File: config.mk
export PLATFORM = sky130hd
export DESIGN_NAME = logsys_spi_shifter
export DESIGN_NICKNAME = d
export VERILOG_FILES = /design/src/rtl/logsys_spi_shifter.sv
export SDC_FILE = /design/constraint.sdc
export NUM_CORES = 1
export LEC_CHECK = 0
export BUFFER_PORTS_ARGS = -buffer_cell sky130_fd_sc_hd__buf_2
export CAP_MARGIN = 10
export CORE_ASPECT_RATIO = 1.75
export CORE_UTILIZATION = 49
export CTS_CLUSTER_DIAMETER = 150
export CTS_CLUSTER_SIZE = 10
export DETAILED_ROUTE_END_ITERATION = 16
export GPL_ROUTABILITY_DRIVEN = 0
export PLACE_DENSITY = 0.79
export SLEW_MARGIN = 20
export SYNTH_ARGS = -nofsm -noshare
export SYNTH_HDL_FRONTEND = slang
export SYNTH_SLANG_ARGS = --single-unit
export TNS_END_PERCENT = 10
File: constraint.sdc
create_clock -name clk -period 1.7 [get_ports clk]
set_input_delay 0.34 -clock clk [delete_from_list [all_inputs] [get_ports clk]]
set_output_delay 0.34 -clock clk [all_outputs]
set_load 0.02 [all_outputs]
File: src/rtl/logsys_spi_shifter.sv
// Mode-0, MSB-first SPI byte engine for the LOGSYS flash/LCD/SD bus.
// Optional completion interrupt enabled by defining LOGSYS_SPI_IRQ_EN.
//
// state  | meaning
// IDLE   | ready for a byte; held CS may be released
// LOW    | SCK low, MOSI presents the current bit
// HIGH   | SCK high, sampled MISO shifted in at the end
// HOLD   | SCK low tail before CS release / next byte
module logsys_spi_shifter #(
  parameter int unsigned CLK_DIV = 4
) (
  input  logic       clk,
  input  logic       rst,
  input  logic [7:0] tx_data,
  input  logic [1:0] cs_sel,
  input  logic       cs_keep,
  input  logic       tx_valid,
  output logic       tx_ready,
  input  logic       cs_release,
  output logic [7:0] rx_data,
  output logic       rx_valid,
  output logic       irq,
  input  logic       irq_ack,
  output logic       spi_clk,
  output logic       spi_mosi,
  input  logic       spi_miso,
  output logic       flash_csn,
  output logic       lcd_csn,
  output logic       sdcard_csn
);

  typedef enum logic [1:0] {S_IDLE, S_LOW, S_HIGH, S_HOLD} state_t;

  localparam logic [7:0] DIV_LAST = 8'(CLK_DIV - 1);

  state_t     state;
  logic [7:0] div_cnt;
  logic [2:0] bit_cnt;
  logic [6:0] shift_lo;
  logic       miso_s;
  logic       keep_q;
  logic       accept;
  logic       phase_end;

  assign accept    = tx_valid && tx_ready;
  assign phase_end = (div_cnt == DIV_LAST);

  function automatic logic [2:0] csn_decode(input logic [1:0] sel);
    case (sel)
      2'b01:   csn_decode = 3'b011;
      2'b10:   csn_decode = 3'b101;
      2'b11:   csn_decode = 3'b110;
      default: csn_decode = 3'b111;
    endcase
  endfunction

  // spi_mosi doubles as the MSB of the shift register so the line is always registered.
  always_ff @(posedge clk) begin
    if (rst) begin
      state    <= S_IDLE;
      div_cnt  <= 8'd0;
      bit_cnt  <= 3'd0;
      shift_lo <= 7'd0;
      miso_s   <= 1'b0;
      keep_q   <= 1'b0;
      tx_ready <= 1'b1;
      rx_data  <= 8'h00;
      rx_valid <= 1'b0;
      spi_clk  <= 1'b0;
      spi_mosi <= 1'b0;
      {flash_csn, lcd_csn, sdcard_csn} <= 3'b111;
    end else begin
      rx_valid <= 1'b0;
      case (state)
        S_IDLE: begin
          if (accept) begin
            {spi_mosi, shift_lo} <= tx_data;
            keep_q   <= cs_keep;
            bit_cnt  <= 3'd7;
            div_cnt  <= 8'd0;
            tx_ready <= 1'b0;
            {flash_csn, lcd_csn, sdcard_csn} <= csn_decode(cs_sel);
            state    <= S_LOW;
          end else if (cs_release) begin
            {flash_csn, lcd_csn, sdcard_csn} <= 3'b111;
          end
        end
        S_LOW: begin
          if (phase_end) begin
            miso_s  <= spi_miso;
            div_cnt <= 8'd0;
            spi_clk <= 1'b1;
            state   <= S_HIGH;
          end else begin
            div_cnt <= div_cnt + 8'd1;
          end
        end
        S_HIGH: begin
          if (phase_end) begin
            div_cnt <= 8'd0;
            spi_clk <= 1'b0;
            if (bit_cnt != 3'd0) begin
              {spi_mosi, shift_lo} <= {shift_lo, miso_s};
              bit_cnt <= bit_cnt - 3'd1;
              state   <= S_LOW;
            end else begin
              rx_data  <= {shift_lo, miso_s};
              rx_valid <= 1'b1;
              state    <= S_HOLD;
            end
          end else begin
            div_cnt <= div_cnt + 8'd1;
          end
        end
        S_HOLD: begin
          if (phase_end) begin
            div_cnt  <= 8'd0;
            tx_ready <= 1'b1;
            if (!keep_q) {flash_csn, lcd_csn, sdcard_csn} <= 3'b111;
            state    <= S_IDLE;
          end else begin
            div_cnt <= div_cnt + 8'd1;
          end
        end
        default: state <= S_IDLE;
      endcase
    end
  end

`ifdef LOGSYS_SPI_IRQ_EN
  logic done_set;
  assign done_set = (state == S_HIGH) && phase_end && (bit_cnt == 3'd0);

  // An ack overlapping the completion edge or the rx_valid cycle cannot drop a fresh interrupt.
  always_ff @(posedge clk) begin
    if (rst)                      irq <= 1'b0;
    else if (done_set || rx_valid) irq <= 1'b1;
    else if (irq_ack)             irq <= 1'b0;
  end
`else
  logic unused_irq_ack;
  assign unused_irq_ack = irq_ack;
  assign irq = 1'b0;
`endif

endmodule

==> flow_metrics.py, run 1 <==
metrics = {
    "clock_network": {
        "cts-buffers-inserted": 5,
        "clockBufferDepth": 2,
        "clk_pin_slew_ns": 0.07,
        "cts_root_buf": "clkbuf_8",
        "cts_tree": "done",
        "htree_levels": 2,
        "cts_sinks": 37,
        "clk_latency_ns": 0.28,
    },
    "route": {
        "drtPass1Iterations": 4,
        "vias_per_cell": 5.67,
        "ant_nets": 0,
        "wl_per_cell_um": 14.3,
        "drt_iter0_markers": 25,
        "num_vias": 1617,
        "wirelength_um": 4080,
        "drc": 0,
    },
    "min_path": {
        "hold_path.class": "in -> reg",
        "hold_path_depth": 3,
        "min_from": "spi_miso",
        "min_to": "miso_s",
    },
    "sta": {
        "setup_tns_ns": 0,
        "hold_viol": 0,
        "max_freq_mhz": 618,
        "grt_setup_unrepaired": "no",
        "period_needed_ns": 1.62,
        "setup_ws_ns": 0.0830,
        "slew_violations": 0,
        "setup_viol": 0,
        "finalClockSkew_ns": 0.00444,
        "fin_crit_sh_pct": 95.1,
    },
    "worst_setup_path": {
        "path_cells": "or4b_4 > nor3_4 > a211oi_1 > a311oi_1",
        "crit_arrival_ns": 1.82,
        "r2r_cells": 4,
        "regToRegSetupSlack_ns": 0.08,
        "slowest_delay_ns": 0.56,
        "crit_required_ns": 1.90,
        "r2r-start": "state[1]",
        "path_class": "reg -> reg",
        "r2r_end": "bit_cnt[2]",
        "cp_max_fo": 7,
        "cpMaxStageDelayCell": "or4b_4",
        "end_kind": "register",
        "crit_path_start_kind": "register",
    },
    "die": {
        "dieArea_um2": 3910,
        "pin_count": 33,
        "num_rows": 28,
        "die_w_um": 47.7,
        "core-area_um2": 3430,
        "start_util_pct": 52.1,
        "die_h_um": 81.9,
    },
    "layout": {
        "nets": 260,
        "drive_gt1_share_pct": 31.3,
        "synthToLayoutAreaGrowth_pct": 25.2,
        "final_cells": 285,
        "insertedDiodeCount": 0,
    },
    "flow_run": {
        "maxCapViolCount": 0,
    },
    "global_route": {
        "grt_util_all_layers_pct": 23.7,
        "grt-ovfl-total": 0,
        "grt_pass1_wl_um": 6620,
        "grt_max_degree": 19,
        "grt_pass1_vias": 1566,
        "antenna_found_initial": 0,
    },
    "pwr": {
        "p_per_area_nw_per_um2": 851,
        "ir_drop_v": 0.000945,
        "power.leakage_uw": 0.000980,
    },
    "placed_design": {
        "numPortBuffers": 30,
        "place_ws_ns": -0.0217,
        "hpwlAfterDp_um": 2970,
        "dp.cells": 277,
    },
    "logic_synthesis": {
        "synth_edf_count": 0,
        "synth_area_leaders": "dfxtp_1, mux2i_1, a21oi_1, nor2_1, a211oi_1",
        "netlist_area_um2": 1790,
        "yosys_warnings": 0,
        "synth_largest_area_cell": "dfxtp_1",
        "ys.flop_type": "dfxtp_1",
        "synth_top_area_share_pct": 41.4,
        "seq_area_frac_synth_pct": 41.4,
        "ys_ff_latch": 37,
        "syn_area_per_cell_um2": 9.27,
        "ys_types": 45,
        "async_flop_share_pct": 0,
        "synth_nets": 214,
        "netlist_instances": 193,
    },
    "outcome": {
        "status": "finished, final reports clean",
    },
}
cells in the final DEF (no fill, tap or decap), types with 2 or more instances in the layout:
master,n
dfxtp_1,37
inv_1,6
a211oi_1,10
ha_1,3
or4b_4,2
o21ai_0,5
mux2i_1,20
a21oi_1,20
nand2b_1,3
nand4_1,2
buf_2,30
nor4bb_1,2
nor2_1,24
nand2_1,8
clkbuf_8,7
a21o_1,3
a311oi_1,3
nor3_4,2
buf_4,20
nand3_1,2
registers in the layout, summed over array words and instances, names as in the netlist:
signal,count
lcd_csn,1
sdcard_csn,1
bit_cnt,3
div_cnt,8
rx_data,8
flash_csn,1
spi_mosi,1
keep_q,1
miso_s,1
shift_lo,7
tx_ready,1
spi_clk,1
state,2
rx_valid,1
worst max-delay path: cells and delay by family (launching register included):
| kind | cells | cell delay, ns |
|---|---|---|
| simple gates | 2 | 0.76 |
| flops | 1 | 0.45 |
| compound gates | 2 | 0.32 |
worst max path at each step:
stage	startpoint	endpoint
final	state[1]	bit_cnt[2]
after global routing	state[1]	bit_cnt[2]
after CTS	div_cnt[0]	bit_cnt[2]
after detailed placement	div_cnt[0]	flash_csn
after global placement	div_cnt[0]	flash_csn
after floorplan	div_cnt[0]	bit_cnt[2]
metrics by stage:
stage               utilization (%)  power, uW  area (um2)  hold WS, ns
floorplan                         -       1140        1790        0.449
finish                         65.2       1910        2240        0.309
global placement               60.8       1230        2090        0.467
CTS                            64.0       1910        2200        0.314
detailed placement             60.8       1240        2090        0.479
global route                   65.2       1990        2240        0.311
cell families after synthesis:
logic type,share of synthesized area [%]
AND/OR/NAND/NOR,20.2
other,0.210
AO/OA/AOI/OAI,18.3
flip-flops,41.4
multiplexers,11.7
adder cells (fa/ha/maj),2.80
XOR/XNOR,0.490
buffers and inverters,4.89
metal layers:
layer	part of all wire, %	global-route usage, %	vias to the layer above
li1	-	-	795
met1	37	24.2	760
met2	55	40.8	45
met3	3.8	4.40	17
met4	4.1	15.6	0
met5	0	0	-
synthesized netlist by cell type, drive strengths merged, types with 2 or more instances:
| library cell | number |
|---|---|
| a211oi | 11 |
| nor3 | 4 |
| nand4 | 3 |
| or4b | 2 |
| mux2i | 21 |
| nand2 | 8 |
| ha | 4 |
| a21oi | 21 |
| inv | 6 |
| nand2b | 3 |
| o21ai | 5 |
| a311oi | 3 |
| nand3 | 2 |
| dfxtp | 37 |
| a21o | 3 |
| clkbuf | 5 |
| buf | 7 |
| nor4bb | 2 |
| nor4 | 2 |
| nor2 | 24 |
area by class of cell:
type | instances | area [um2]
clock buffers | 7 | 96.3
clock inverters | 1 | 5.00
fillers | 302 | 1190
inverters | 6 | 22.5
multi-input cells | 138 | 1010
flip-flops and latches | 37 | 741
well taps | 45 | 56.3
repair buffers | 51 | 312
timing repair:
action                     CTS  global route
gates resized for setup      2             8
setup endpoints to repair    3            15
buffers inserted             0             0
hold buffers                 0             0
pin swaps                    0             3
power by group:
part / switching, uW / internal, uW
registers: 39.3 / 907
logic: 160 / 128
clock network: 304 / 366
No activity file was read; power rests on OpenSTA's default activity.
==> run 2: changes to the inputs <==
--- a/config.mk
+++ b/config.mk
@@ -8,12 +8,12 @@
 export BUFFER_PORTS_ARGS = -buffer_cell sky130_fd_sc_hd__buf_2
 export CAP_MARGIN = 10
 export CORE_ASPECT_RATIO = 1.75
-export CORE_UTILIZATION = 49
+export CORE_UTILIZATION = 54
 export CTS_CLUSTER_DIAMETER = 150
 export CTS_CLUSTER_SIZE = 10
 export DETAILED_ROUTE_END_ITERATION = 16
 export GPL_ROUTABILITY_DRIVEN = 0
-export PLACE_DENSITY = 0.79
+export PLACE_DENSITY = 0.83
 export SLEW_MARGIN = 20
 export SYNTH_ARGS = -nofsm -noshare
 export SYNTH_HDL_FRONTEND = slang
==> constraint.sdc (replaced) <==
create_clock -name clk -period 1.8 [get_ports clk]
set_input_delay 0.36 -clock clk [delete_from_list [all_inputs] [get_ports clk]]
set_output_delay 0.36 -clock clk [all_outputs]
set_load 0.02 [all_outputs]
==> run 2 against run 1 <==
  * Critical path depth grew 3
  * Worst setup slack improved by 0.030 ns
  * Via count is 0.80% lower
  * Count of clock-buffer cells in the layout unchanged
  * Design area decreased by 3.0%
  * Register-to-register slack better by 0.03 ns
  * Combinational power shrank 8.7%
  * Core utilization rose by 3.9 points
  * Clock power fell by 4.8%
  * Power decreased by 5.6%
==> flow_metrics.py, run 2 (synthesis gave the netlist of run 1 again) <==
metrics = {
    "sta": {
        "hold_viol": 0,
        "setup_ws_ns": 0.113,
        "setup_viol": 0,
        "period_needed_ns": 1.69,
        "slew_violations": 0,
        "max_freq_mhz": 593,
        "finalClockSkew_ns": 0.00623,
        "whs_ns": 0.309,
        "setup_tns_ns": 0,
        "fin_crit_sh_pct": 93.7,
    },
    "pwr": {
        "power.leakage_uw": 0.000959,
        "switching_power_uw": 480,
        "p_per_area_nw_per_um2": 828,
        "p_seq_share_pct": 49.8,
        "p_int_uw": 1320,
        "ir_drop_v": 0.000766,
        "power_frac_clock_pct": 35.5,
        "combPwrFrac_pct": 14.7,
        "p_sw_share_pct": 26.7,
    },
    "worst_setup_path": {
        "cp.depth": 7,
        "r2r-start": "div_cnt[0]",
        "timing.critical_path.mode_cell": "buf_4",
        "crit_arrival_ns": 1.86,
        "path_class": "reg -> reg",
        "path_cells": "ha_2 > nor4b_4 > buf_4 > nand4_2 > buf_4 > mux2i_1 > nor2_1",
        "r2r_end": "rx_data[1]",
        "cp_num_buf_inv": 2,
        "r2r_cells": 7,
        "cp_max_fo": 8,
        "cpMaxStageDelayCell": "dfxtp_1",
        "slowest_delay_ns": 0.34,
        "end_kind": "register",
        "cpLargestDelayFamily": "simple AND/OR/NAND/NOR gates",
        "crit_path_start_kind": "register",
        "crit_required_ns": 1.98,
        "regToRegSetupSlack_ns": 0.11,
    },
    "min_path": {
        "min_to": "miso_s",
        "min_from": "spi_miso",
        "hold_path.class": "in -> reg",
        "hold_path_depth": 3,
    },
    "clock_network": {
        "clk_pin_slew_ns": 0.07,
        "ctsHoldBuffers": 0,
        "cts-buffers-inserted": 5,
        "htree_levels": 2,
        "clk_latency_ns": 0.29,
        "cts_tree": "done",
        "cts_root_buf": "clkbuf_8",
        "clockBufferDepth": 2,
        "cts_sinks": 37,
    },
    "global_route": {
        "grt_pass1_wl_um": 6780,
        "grt_pass1_vias": 1562,
        "grt_util_all_layers_pct": 25.5,
        "grt_max_degree": 19,
        "antenna_found_initial": 0,
        "grt-ovfl-total": 0,
    },
    "route": {
        "vias_per_cell": 5.75,
        "drc": 0,
        "drt_iter0_markers": 44,
        "ant_nets": 0,
        "wirelength_um": 4140,
        "num_vias": 1604,
        "wl_per_cell_um": 14.8,
        "drtPass1Iterations": 4,
    },
    "placed_design": {
        "place_ws_ns": 0.0640,
        "numPortBuffers": 30,
        "hpwlAfterDp_um": 2900,
    },
    "die": {
        "core-area_um2": 3140,
        "dieArea_um2": 3560,
        "die_w_um": 45.5,
        "die_h_um": 78.1,
        "pin_count": 33,
        "num_rows": 27,
        "start_util_pct": 56.9,
    },
    "flow_run": {
        "maxCapViolCount": 0,
    },
    "layout": {
        "nets": 256,
        "drive_gt1_share_pct": 28.4,
        "synthToLayoutAreaGrowth_pct": 21.5,
        "final_cell_mix": "dfxtp_1, buf_2, nor2_1",
        "top_regs": "div_cnt x8, rx_data x8, shift_lo x7",
        "insertedDiodeCount": 0,
        "utilization_pct": 69.2,
        "layout_commonest_cell": "dfxtp_1",
    },
    "outcome": {
        "status": "finished, final reports clean",
    },
}
## run 2: worst max-delay path by stage
stage	startpoint	end	slack [ns]
finish	div_cnt[0]	rx_data[1]	0.11
CTS	div_cnt[0]	flash_csn	0.05
detailed placement	div_cnt[0]	flash_csn	0.06
global route	div_cnt[1]	bit_cnt[2]	-0.001
floorplan	div_cnt[0]	bit_cnt[2]	0.14
global placement	div_cnt[0]	flash_csn	0.09
## run 2: layer usage
layer | GRT usage (%) | vias up | routed length (um)
li1 | - | 787 | -
met1 | 27.3 | 764 | 1570
met2 | 43.7 | 44 | 2310
met3 | 4.83 | 9 | 142
met4 | 14.5 | 0 | 112
met5 | 0 | - | 0
## run 2: repair_timing
| action | CTS | global route |
|---|---|---|
| gates resized for setup | 0 | 4 |
| setup buffers | 0 | 1 |
| setup endpoints to repair | 0 | 18 |
## run 2: worst min-delay path, cell delays in order
cell and delay [ns]:
buf_2 0.08, mux2i_1 0.05, nor2_1 0.07
## run 2: metrics by stage
stage               power, uW  cells  area [um2]
floorplan                1070    193        1790
global placement         1160    270        2050
detailed placement       1170    270        2050
CTS                      1800    278        2150
global route             1880    279        2170
finish                   1800    279        2170
## run 2: area by class of cell
cell class,count,area (um2)
clock inverter,1,5.00
timing repair buffer,47,278
sequential,37,741
fill,249,968
multi-input combinational,138,977
tap,43,53.8
clock buffer,7,96.3
inverter,6,22.5
## run 2: power groups by stage
stage | sequential, uW | combinational (uW) | clock [uW]
2_1_floorplan | 909 | 166 | 0
3_3_place_gp | 910 | 249 | 0
3_5_place_dp | 912 | 256 | 0
4_1_cts | 893 | 260 | 647
5_1_grt | 900 | 292 | 688
6_report | 896 | 264 | 639
==> run 3: changes to the inputs <==
--- a/config.mk
+++ b/config.mk
@@ -13,7 +13,7 @@
 export CTS_CLUSTER_SIZE = 10
 export DETAILED_ROUTE_END_ITERATION = 16
 export GPL_ROUTABILITY_DRIVEN = 0
-export PLACE_DENSITY = 0.83
+export PLACE_DENSITY_LB_ADDON = 0.15
 export SLEW_MARGIN = 20
 export SYNTH_ARGS = -nofsm -noshare
 export SYNTH_HDL_FRONTEND = slang
==> run 3 against run 2 <==
  * Clock power is 14% higher
  * Sequential power hardly changed
  * Count of clock-buffer cells in the layout stayed put
  * Fmax is 0.75% lower
  * Via count is 1.6% lower
  * Worst hold slack better by 0.0037 ns
  * Critical path type unchanged
  * Critical endpoint is now bit_cnt[2]
  * Combinational power is 2% lower
  * Cell count is 0.72% lower
  * Worst setup slack worse by 0.013 ns
  * Highest routed layer unchanged
==> flow_metrics.py, run 3 (synthesis gave the netlist of run 1 again) <==
metrics = {
    "die": {
        "pin_count": 33,
        "num_rows": 27,
        "core-area_um2": 3140,
        "die_w_um": 45.5,
        "start_util_pct": 56.9,
        "die_h_um": 78.1,
        "dieArea_um2": 3560,
    },
    "sta": {
        "max_freq_mhz": 588,
        "grt_setup_unrepaired": "no",
        "setup_viol": 0,
        "hold_viol": 0,
        "finalClockSkew_ns": 0.00915,
        "setup_tns_ns": 0,
        "slew_violations": 0,
        "period_needed_ns": 1.70,
        "fin_crit_sh_pct": 94.4,
    },
    "min_path": {
        "hold_path_depth": 3,
        "min_to": "keep_q",
        "min_from": "cs_keep",
        "hold_path.class": "in -> reg",
    },
    "route": {
        "wl_per_cell_um": 14.8,
        "num_vias": 1578,
        "wirelength_um": 4100,
        "drtPass1Iterations": 4,
        "ant_nets": 0,
        "drc": 0,
        "vias_per_cell": 5.70,
        "drt_iter0_markers": 30,
    },
    "layout": {
        "multi_input_area_um2": 985,
        "insertedDiodeCount": 0,
        "nFillCells": 264,
        "utilization_pct": 69.4,
        "layout_commonest_cell": "dfxtp_1",
        "synthToLayoutAreaGrowth_pct": 21.9,
        "top_regs": "div_cnt x8, rx_data x8, shift_lo x7",
        "seqCellArea_um2": 741,
        "final_cell_mix": "dfxtp_1, buf_2, nor2_1",
        "nets": 254,
        "final_area_um2": 2180,
        "drive_gt1_share_pct": 27.4,
    },
    "worst_setup_path": {
        "crit_path_start_kind": "register",
        "path_cells": "ha_4 > or4b_4 > nor3_4 > a211oi_1 > a311oi_1",
        "cpMaxStageDelayCell": "or4b_4",
        "cp_max_fo": 4,
        "crit_arrival_ns": 1.89,
        "r2r-start": "div_cnt[1]",
        "path_class": "reg -> reg",
        "r2r_cells": 5,
        "r2r_end": "bit_cnt[2]",
        "end_kind": "register",
        "regToRegSetupSlack_ns": 0.10,
        "slowest_delay_ns": 0.50,
        "crit_required_ns": 1.99,
        "startpoint": "div_cnt[1]",
    },
    "placed_design": {
        "hpwlAfterDp_um": 3100,
        "numPortBuffers": 30,
        "placed_area_um2": 2040,
    },
    "clock_network": {
        "cts_sinks": 37,
        "clk_pin_slew_ns": 0.07,
        "clockBufferDepth": 2,
        "ctsHoldBuffers": 0,
        "cts_tree": "done",
        "htree_levels": 2,
        "cts_root_buf": "clkbuf_8",
        "cts-buffers-inserted": 5,
        "clk_latency_ns": 0.28,
    },
    "global_route": {
        "antenna_found_initial": 0,
        "grt_max_degree": 21,
        "grt_pass1_wl_um": 6860,
        "grt-ovfl-total": 0,
        "grt_util_all_layers_pct": 25.7,
        "grt_pass1_vias": 1598,
    },
    "outcome": {
        "status": "finished, final reports clean",
    },
    "pwr": {
        "p_per_area_nw_per_um2": 865,
        "p_total_uw": 1890,
        "ir_drop_v": 0.000975,
        "power.leakage_uw": 0.000950,
    },
    "flow_run": {
        "maxCapViolCount": 0,
    },
}
## run 3: changes by cell type in the layout (fill, tap and decap cells not counted)
cell       before  now
buf_4          17   15
bufinv_16       0    1
clkbuf_1        0    1
clkbuf_8        7    6
clkinv_2        1    0
ha_2            1    0
ha_4            0    1
nor2_1         24   23
nor2_2          0    1
nor3b_1         0    1
nor3b_2         1    0
## run 3: area by class of cell
| cell class | instances | area share [%] |
|---|---|---|
| clock buffer | 7 | 3.96 |
| clock inverter | 1 | 1.38 |
| inverter | 6 | 1.03 |
| multi-input combinational | 138 | 45.2 |
| sequential | 37 | 34.0 |
| tap | 43 | 2.47 |
| timing repair buffer | 45 | 12.0 |
## run 3: how the worst max path moves through the flow
stage	slack, ns	end
6_report	0.10	bit_cnt[2]
4_1_cts	0.06	flash_csn
5_1_grt	0.02	bit_cnt[2]
2_1_floorplan	0.14	bit_cnt[2]
3_3_place_gp	0.09	lcd_csn
3_5_place_dp	0.008	flash_csn
## run 3: critical path, delay by kind of cell, from the launching register on
family	cells	cell delay (ns)
adder cells (fa/ha/maj)	1	0.17
AO/OA/AOI/OAI	2	0.34
flip-flops	1	0.39
AND/OR/NAND/NOR	2	0.70
## run 3: timing repair
action	CTS	global route
gates cloned	0	0
pin swaps	0	1
resized for setup	1	4
setup endpoints to repair	3	12
buffers inserted	0	0
## run 3: through the flow
stage               std cells  setup slack, ns  hold WS [ns]
CTS                       277           0.0614         0.313
global route              277           0.0200         0.330
detailed placement        269          0.00826         0.483
finish                    277            0.100         0.313
floorplan                 193            0.136         0.449
global placement          269           0.0904         0.464
## run 3: metal layers
layer | GRT usage, % | vias up | routed length [um]
met5 | 0 | - | 0
met4 | 12.1 | 0 | 106
met3 | 4.83 | 9 | 116
met2 | 46.9 | 35 | 2310
met1 | 25.9 | 748 | 1560
li1 | - | 786 | -
## run 3: where the power goes
part / internal (uW) / switching [uW]
sequential: 857 / 40.8
combinational: 116 / 143
clock: 452 / 278
total: 1420 / 462
